### config.mk
export PLATFORM = sky130hd
export DESIGN_NAME = om_write_control
export DESIGN_NICKNAME = d
export VERILOG_FILES = /design/src/rtl/om_write_control.sv
export SDC_FILE = /design/constraint.sdc
export NUM_CORES = 1
export LEC_CHECK = 0
export ABC_AREA = 0
export CORE_ASPECT_RATIO = 2
export CORE_UTILIZATION = 35
export CTS_CLUSTER_SIZE = 25
export DETAILED_ROUTE_END_ITERATION = 16
export PLACE_DENSITY = 0.7
export SYNTH_ARGS = -nofsm -noshare
export SYNTH_HDL_FRONTEND = slang
export SYNTH_SLANG_ARGS = --single-unit
### constraint.sdc
create_clock -name iClk -period 2.1 [get_ports iClk]
set_input_delay 0.21 -clock iClk [delete_from_list [all_inputs] [get_ports iClk]]
set_output_delay 0.21 -clock iClk [all_outputs]
set_load 0.01 [all_outputs]
### src/rtl/om_write_control.sv
// ---------------------------------------------------------------------------
// om_write_control
//
// Writer side of the output-memory (OM) handshake for the face-detection
// pipeline. A raster stream of per-position classifier results is written
// into OM at addresses 0..FRAME_SIZE-1. After the last word the block pulses
// oRun_MV to start the window-sum/MV controller. It then refuses new beats
// until that controller reports output ready on iMV_done, so OM is never
// overwritten while it is being read.
//
// Handshake: a beat transfers on a rising edge where iValid and oReady are
// both 1. While oReady is 0 the source must hold the beat; the block neither
// accepts it nor flags it. iSof only has meaning on a transferred beat.
//
// Ports
//   iClk        system clock
//   iReset_n    synchronous active-low reset
//   iValid      input beat valid
//   iSof        start of frame, qualifies the first beat of a frame
//   iData       result word
//   iMV_done    single-cycle output-ready pulse from the MV controller
//   oReady      block accepts a beat this cycle
//   oWr_OM      OM write enable (registered, 1-cycle latency)
//   oAddr_OM    OM write address (holds its value when no write)
//   oData_OM    OM write data (holds its value when no write)
//   oRun_MV     single-cycle start pulse to the MV controller
//   oBusy       frame loaded or being processed; OM owned by the reader
//   oSync_err   single-cycle pulse on a protocol violation
//   oFrame_cnt  completed-frame count, wraps 255 -> 0
// ---------------------------------------------------------------------------
module om_write_control #(
    parameter int FRAME_SIZE = 4800,
    parameter int ADDR_W     = 13,
    parameter int DATA_W     = 8
) (
    input  logic              iClk,
    input  logic              iReset_n,
    input  logic              iValid,
    input  logic              iSof,
    input  logic [DATA_W-1:0] iData,
    input  logic              iMV_done,
    output logic              oReady,
    output logic              oWr_OM,
    output logic [ADDR_W-1:0] oAddr_OM,
    output logic [DATA_W-1:0] oData_OM,
    output logic              oRun_MV,
    output logic              oBusy,
    output logic              oSync_err,
    output logic [7:0]        oFrame_cnt
);

    typedef enum logic [1:0] {
        IDLE = 2'd0,
        FILL = 2'd1,
        RUN  = 2'd2,
        WAIT = 2'd3
    } state_t;

    localparam logic [ADDR_W-1:0] LAST_ADDR = ADDR_W'(FRAME_SIZE - 1);
    localparam logic [ADDR_W-1:0] ADDR_ONE  = ADDR_W'(1);

    state_t            state;
    logic [ADDR_W-1:0] addr_cnt;
    logic              accept;

    assign accept = iValid & oReady;

    // All outputs are registered. oRun_MV, oBusy and the frame count are set
    // on the same edge that writes the last address, so the final OM write
    // and the run pulse appear together in the RUN cycle.
    always_ff @(posedge iClk) begin
        if (!iReset_n) begin
            state      <= IDLE;
            addr_cnt   <= '0;
            oReady     <= 1'b0;
            oWr_OM     <= 1'b0;
            oAddr_OM   <= '0;
            oData_OM   <= '0;
            oRun_MV    <= 1'b0;
            oBusy      <= 1'b0;
            oSync_err  <= 1'b0;
            oFrame_cnt <= '0;
        end else begin
            oWr_OM    <= 1'b0;
            oRun_MV   <= 1'b0;
            oSync_err <= 1'b0;

            case (state)
                IDLE: begin
                    // oReady comes up one cycle after reset release.
                    oReady <= 1'b1;
                    if (accept) begin
                        if (iSof) begin
                            oWr_OM   <= 1'b1;
                            oAddr_OM <= '0;
                            oData_OM <= iData;
                            addr_cnt <= ADDR_ONE;
                            state    <= FILL;
                        end else begin
                            // Beat outside a frame: dropped.
                            oSync_err <= 1'b1;
                        end
                    end
                end

                FILL: begin
                    if (accept) begin
                        oWr_OM   <= 1'b1;
                        oData_OM <= iData;
                        if (iSof) begin
                            // Resync: restart the frame with this beat.
                            oSync_err <= 1'b1;
                            oAddr_OM  <= '0;
                            addr_cnt  <= ADDR_ONE;
                        end else begin
                            oAddr_OM <= addr_cnt;
                            if (addr_cnt == LAST_ADDR) begin
                                addr_cnt   <= '0;
                                oReady     <= 1'b0;
                                oRun_MV    <= 1'b1;
                                oBusy      <= 1'b1;
                                oFrame_cnt <= oFrame_cnt + 8'd1;
                                state      <= RUN;
                            end else begin
                                addr_cnt <= addr_cnt + ADDR_ONE;
                            end
                        end
                    end
                end

                // iMV_done is not looked at here: the reader cannot finish
                // in the same cycle it is started.
                RUN: state <= WAIT;

                WAIT: begin
                    if (iMV_done) begin
                        oReady <= 1'b1;
                        oBusy  <= 1'b0;
                        state  <= IDLE;
                    end
                end

                default: state <= IDLE;
            endcase
        end
    end

endmodule
==> results by stage <==
Detailed routing:
- The total wire length after detailed routing is 5620 µm.
- In this run, the number of DRC markers left after iteration 0 of detailed routing was between 50 and 60.
- The met1 layer wirelength in the final routing is approximately 2200 µm.
- The top layer used by detailed routing is met4.
- The via count of the routed design is between 2,000 and 2,500.
- After detailed routing, the met2 layer carries about 3200 µm of wire.
- The routed design uses between 150 and 200 µm of met3 wire.
- The final antenna-violating net count is 0.
- The detailed-route vias per instance is approximately 5.4.
- The routed wirelength normalized by instance count is between 10 and 15 µm.
- Before antenna repair, the detailed router went through 10 iterations.
- The total DRC errors in the routed layout is 2.

Critical path:
- The element type at the critical path end is a flip-flop.
- The critical path data arrival time is 2280 ps.
- The data required time at the worst endpoint is ~2300 ps.
- The startpoint kind of the worst setup timing path is a flip-flop.
- The worst setup path is of the flip-flop to flip-flop kind.
- The setup check on the worst reg-to-reg path leaves a slack of roughly 50 ps.
- The largest driver fanout on the critical path is 5.

STA:
- Timing would allow up to around 490 MHz.
- After routing, the total negative slack on setup checks comes to 0 ps.
- The final-report max-slew violation count was 0.
- The relative slew slack is 0.695.
- The final worst slack is between 50 and 60 ps.
- The transition time at the pin with the least slew margin is around 450 ps.
- Of the available clock period, the critical path in the final layout requires 0.976.
- The final hold violation count is 0.
- The setup-violating endpoint count in the final report is 0.
- The clock tree skew after final layout is roughly 4 ps.
- Counting I/O delays and the setup requirement, the final critical path takes 2050 ps.
- Setup repair after global routing could not meet its margin everywhere.

Logic synthesis:
- The average cell area after synthesis is roughly 8.5 µm².
- The biggest area consumer among synthesized cells is dfxtp_1.
- The number of different library cells used by synthesis comes to 41.
- Among all flip-flop cells after synthesis, the most frequent one is dfxtp_1.
- The number of nets produced by synthesis is around 270.
- The synthesized design contains 49 register bits.
- Yosys attributes the largest share of cell area to dfxtp_1, nand2_1, a22oi_1, a21oi_1, nor2_1.
- The portion of synthesized cell area occupied by the leading cell type is 0.452.
- The cell area that synthesis handed to floorplanning was ~2200 µm².
- The proportion of synthesized chip area in sequential cells is 0.452.
- During synthesis, Yosys emitted a total of 0 warnings.
- In this run, synthesis inferred 0 flip-flops with an integrated enable.
- In the synthesized netlist the async set-or-reset flop fraction comes to 0.
- The synthesized instance count is 255.

Floorplanning:
- The total die area is between 6000 and 7000 µm².
- After floorplanning, the core was divided into 40 placement rows.
- The initial utilization of the core area, before any placement, comes to 0.361.
- The core area is roughly 6000 µm².
- The die width is roughly 58 µm.
- Pin placement for this block handled 47 I/O pins.
- Measured along the y axis, the die boundary spans 113 µm.

Status:
- The run finished, with violations left.
- The checks that failed: design-rule violations.

Clock tree:
- The number of clock buffers inserted by TritonCTS is 5.
- The deepest level of the CTS H-tree is 2.
- TritonCTS built the clock tree.
- The clock latency on the worst-skew pair is around 300 ps.
- The buffer levels on the longest clock path is 2.
- The cell at the root of the clock tree is clkbuf_16.
- The clock-pin slew of the registers on the worst-case setup and hold paths is 60 ps.
- The tree built by TritonCTS fans out to 49 sinks.

Layout:
- The antenna cell count is 0.
- The synthesis-to-finish area growth is 46.0%.
- The post-route standard cell area excluding fillers is 3170 µm².
- The utilization after layout is 0.528.
- At the end of the flow, the number of nets in the layout was 350.
- The fraction of layout instances using a drive strength above 1 is 0.184.

Global routing:
- The number of antenna violations at the first check in global routing was 0.
- The via count of the first global-routing pass is approximately 2,000.
- The total global-route track usage is 0.177.
- The wire length of the first global-routing pass is between 8000 and 9000 µm.
- The maximum number of pins on one net before global-route repair is 34.
- For this run the aggregate overflow at the end of global routing stands at 0.

Job:
- The tool flagged a number of max-cap violations equal to 0.

Place:
- The detailed placer's ending HPWL is around 4000 µm.
- Once placement finished, the instance area stood at 2950 µm².
- The congestion estimate from routability-driven global placement came to 0.878.
- Input and output buffers added on the ports amount to 46.
- The worst slack at placement is -25.8 ps.

Pwr:
- The total leakage power is 1.12 nW.
- Total power for the finished layout comes to 2.46 mW.
- The worst supply voltage drop on vdd is a little under 0.0005 V.
- The total power per unit cell area is 775 nW/µm².

Hold path:
- The class of the worst hold path is flip-flop to flip-flop.
[routing by layer]
layer / global-route usage / vias up
li1: - / 1085
met1: 0.183 / 1015
met2: 0.331 / 37
met3: 0.0272 / 8
met4: 0.0952 / 0
met5: 0 / -
[through the flow]
stage	hold slack (ps)	std cells
global route	474	394
floorplan	346	255
detailed placement	446	384
finish	451	394
global placement	441	384
CTS	455	394
[power by group]
part	leakage [nW]	internal (mW)	switching (mW)
Clock	0.0803	0.559	0.353
Sequential	0.397	0.967	0.0284
Combinational	0.638	0.266	0.284
Total	1.12	1.79	0.665
[state kept, by name (all words and copies together), names as in the netlist]
register	flops
oBusy	1
oSync_err	1
oAddr_OM	13
state	2
oWr_OM	1
oReady	1
oFrame_cnt	8
oRun_MV	1
oData_OM	8
addr_cnt	13
[cells by family after synthesis]
group	after synthesis	synth area share
compound gates	60	0.182
xor+xnor	4	0.0161
fa+ha+maj	6	0.0346
buf+inv	21	0.0375
flops	49	0.452
mux	4	0.0184
simple gates	111	0.260
[repair_timing]
item	CTS	global route
gates resized for setup	2	8
setup buffers	3	0
pin swaps	4	1
cloned	0	1
hold buffers	0	0
setup endpoints to repair	3	7
hold endpoints to repair	0	0
[cell type report]
class | instances | area (µm²)
Timing Repair Buffer | 84 | 758
Tap cell | 63 | 78.8
Clock buffer | 5 | 125
Inverter | 5 | 18.8
Fill cell | 554 | 2840
Sequential cell | 49 | 985
Multi-Input combinational cell | 186 | 1160
Clock inverter | 2 | 38.8
[synthesized netlist by cell type (all sizes together), types with 2 or more instances]
cell,count
nor2,25
clkbuf,15
dfxtp,49
nand3b,2
nand2b,3
o2bb2ai,2
a41oi,2
or4b,2
nand4b,2
o21ai,8
nor3,6
inv,4
mux2i,4
xnor2,4
or4,4
a22oi,13
o41ai,2
nand2,31
nand4,5
or3,6
nor4,7
a21oi,19
a31oi,4
ha,6
nor2b,2
nand3,11
o31ai,5
[worst max-delay path, stage by stage, from the launching register on]
cell and delay, ps:
dfxtp_2 320, or4b_4 540, or4_4 470, or4_4 530, a21oi_2 140
[cell usage in the layout, fill, tap and decap left out, drive strengths merged, types with 7 or more instances in the layout]
master,count
a21oi,19
a22oi,13
buf,38
clkdlybuf4s50,46
dfxtp,49
nand2,31
nand3,11
nor2,25
nor4,7
o21ai,8
[worst paths after layout]
path | startpoint | to | cells after the start
max | addr_cnt[8] | oFrame_cnt[7] | 4
min | oData_OM[4] | oData_OM[4] | 2
max reg2reg | addr_cnt[8] | oFrame_cnt[7] | 4
min reg2reg | oData_OM[4] | oData_OM[4] | 2
Power figures use the tool's default switching activity.
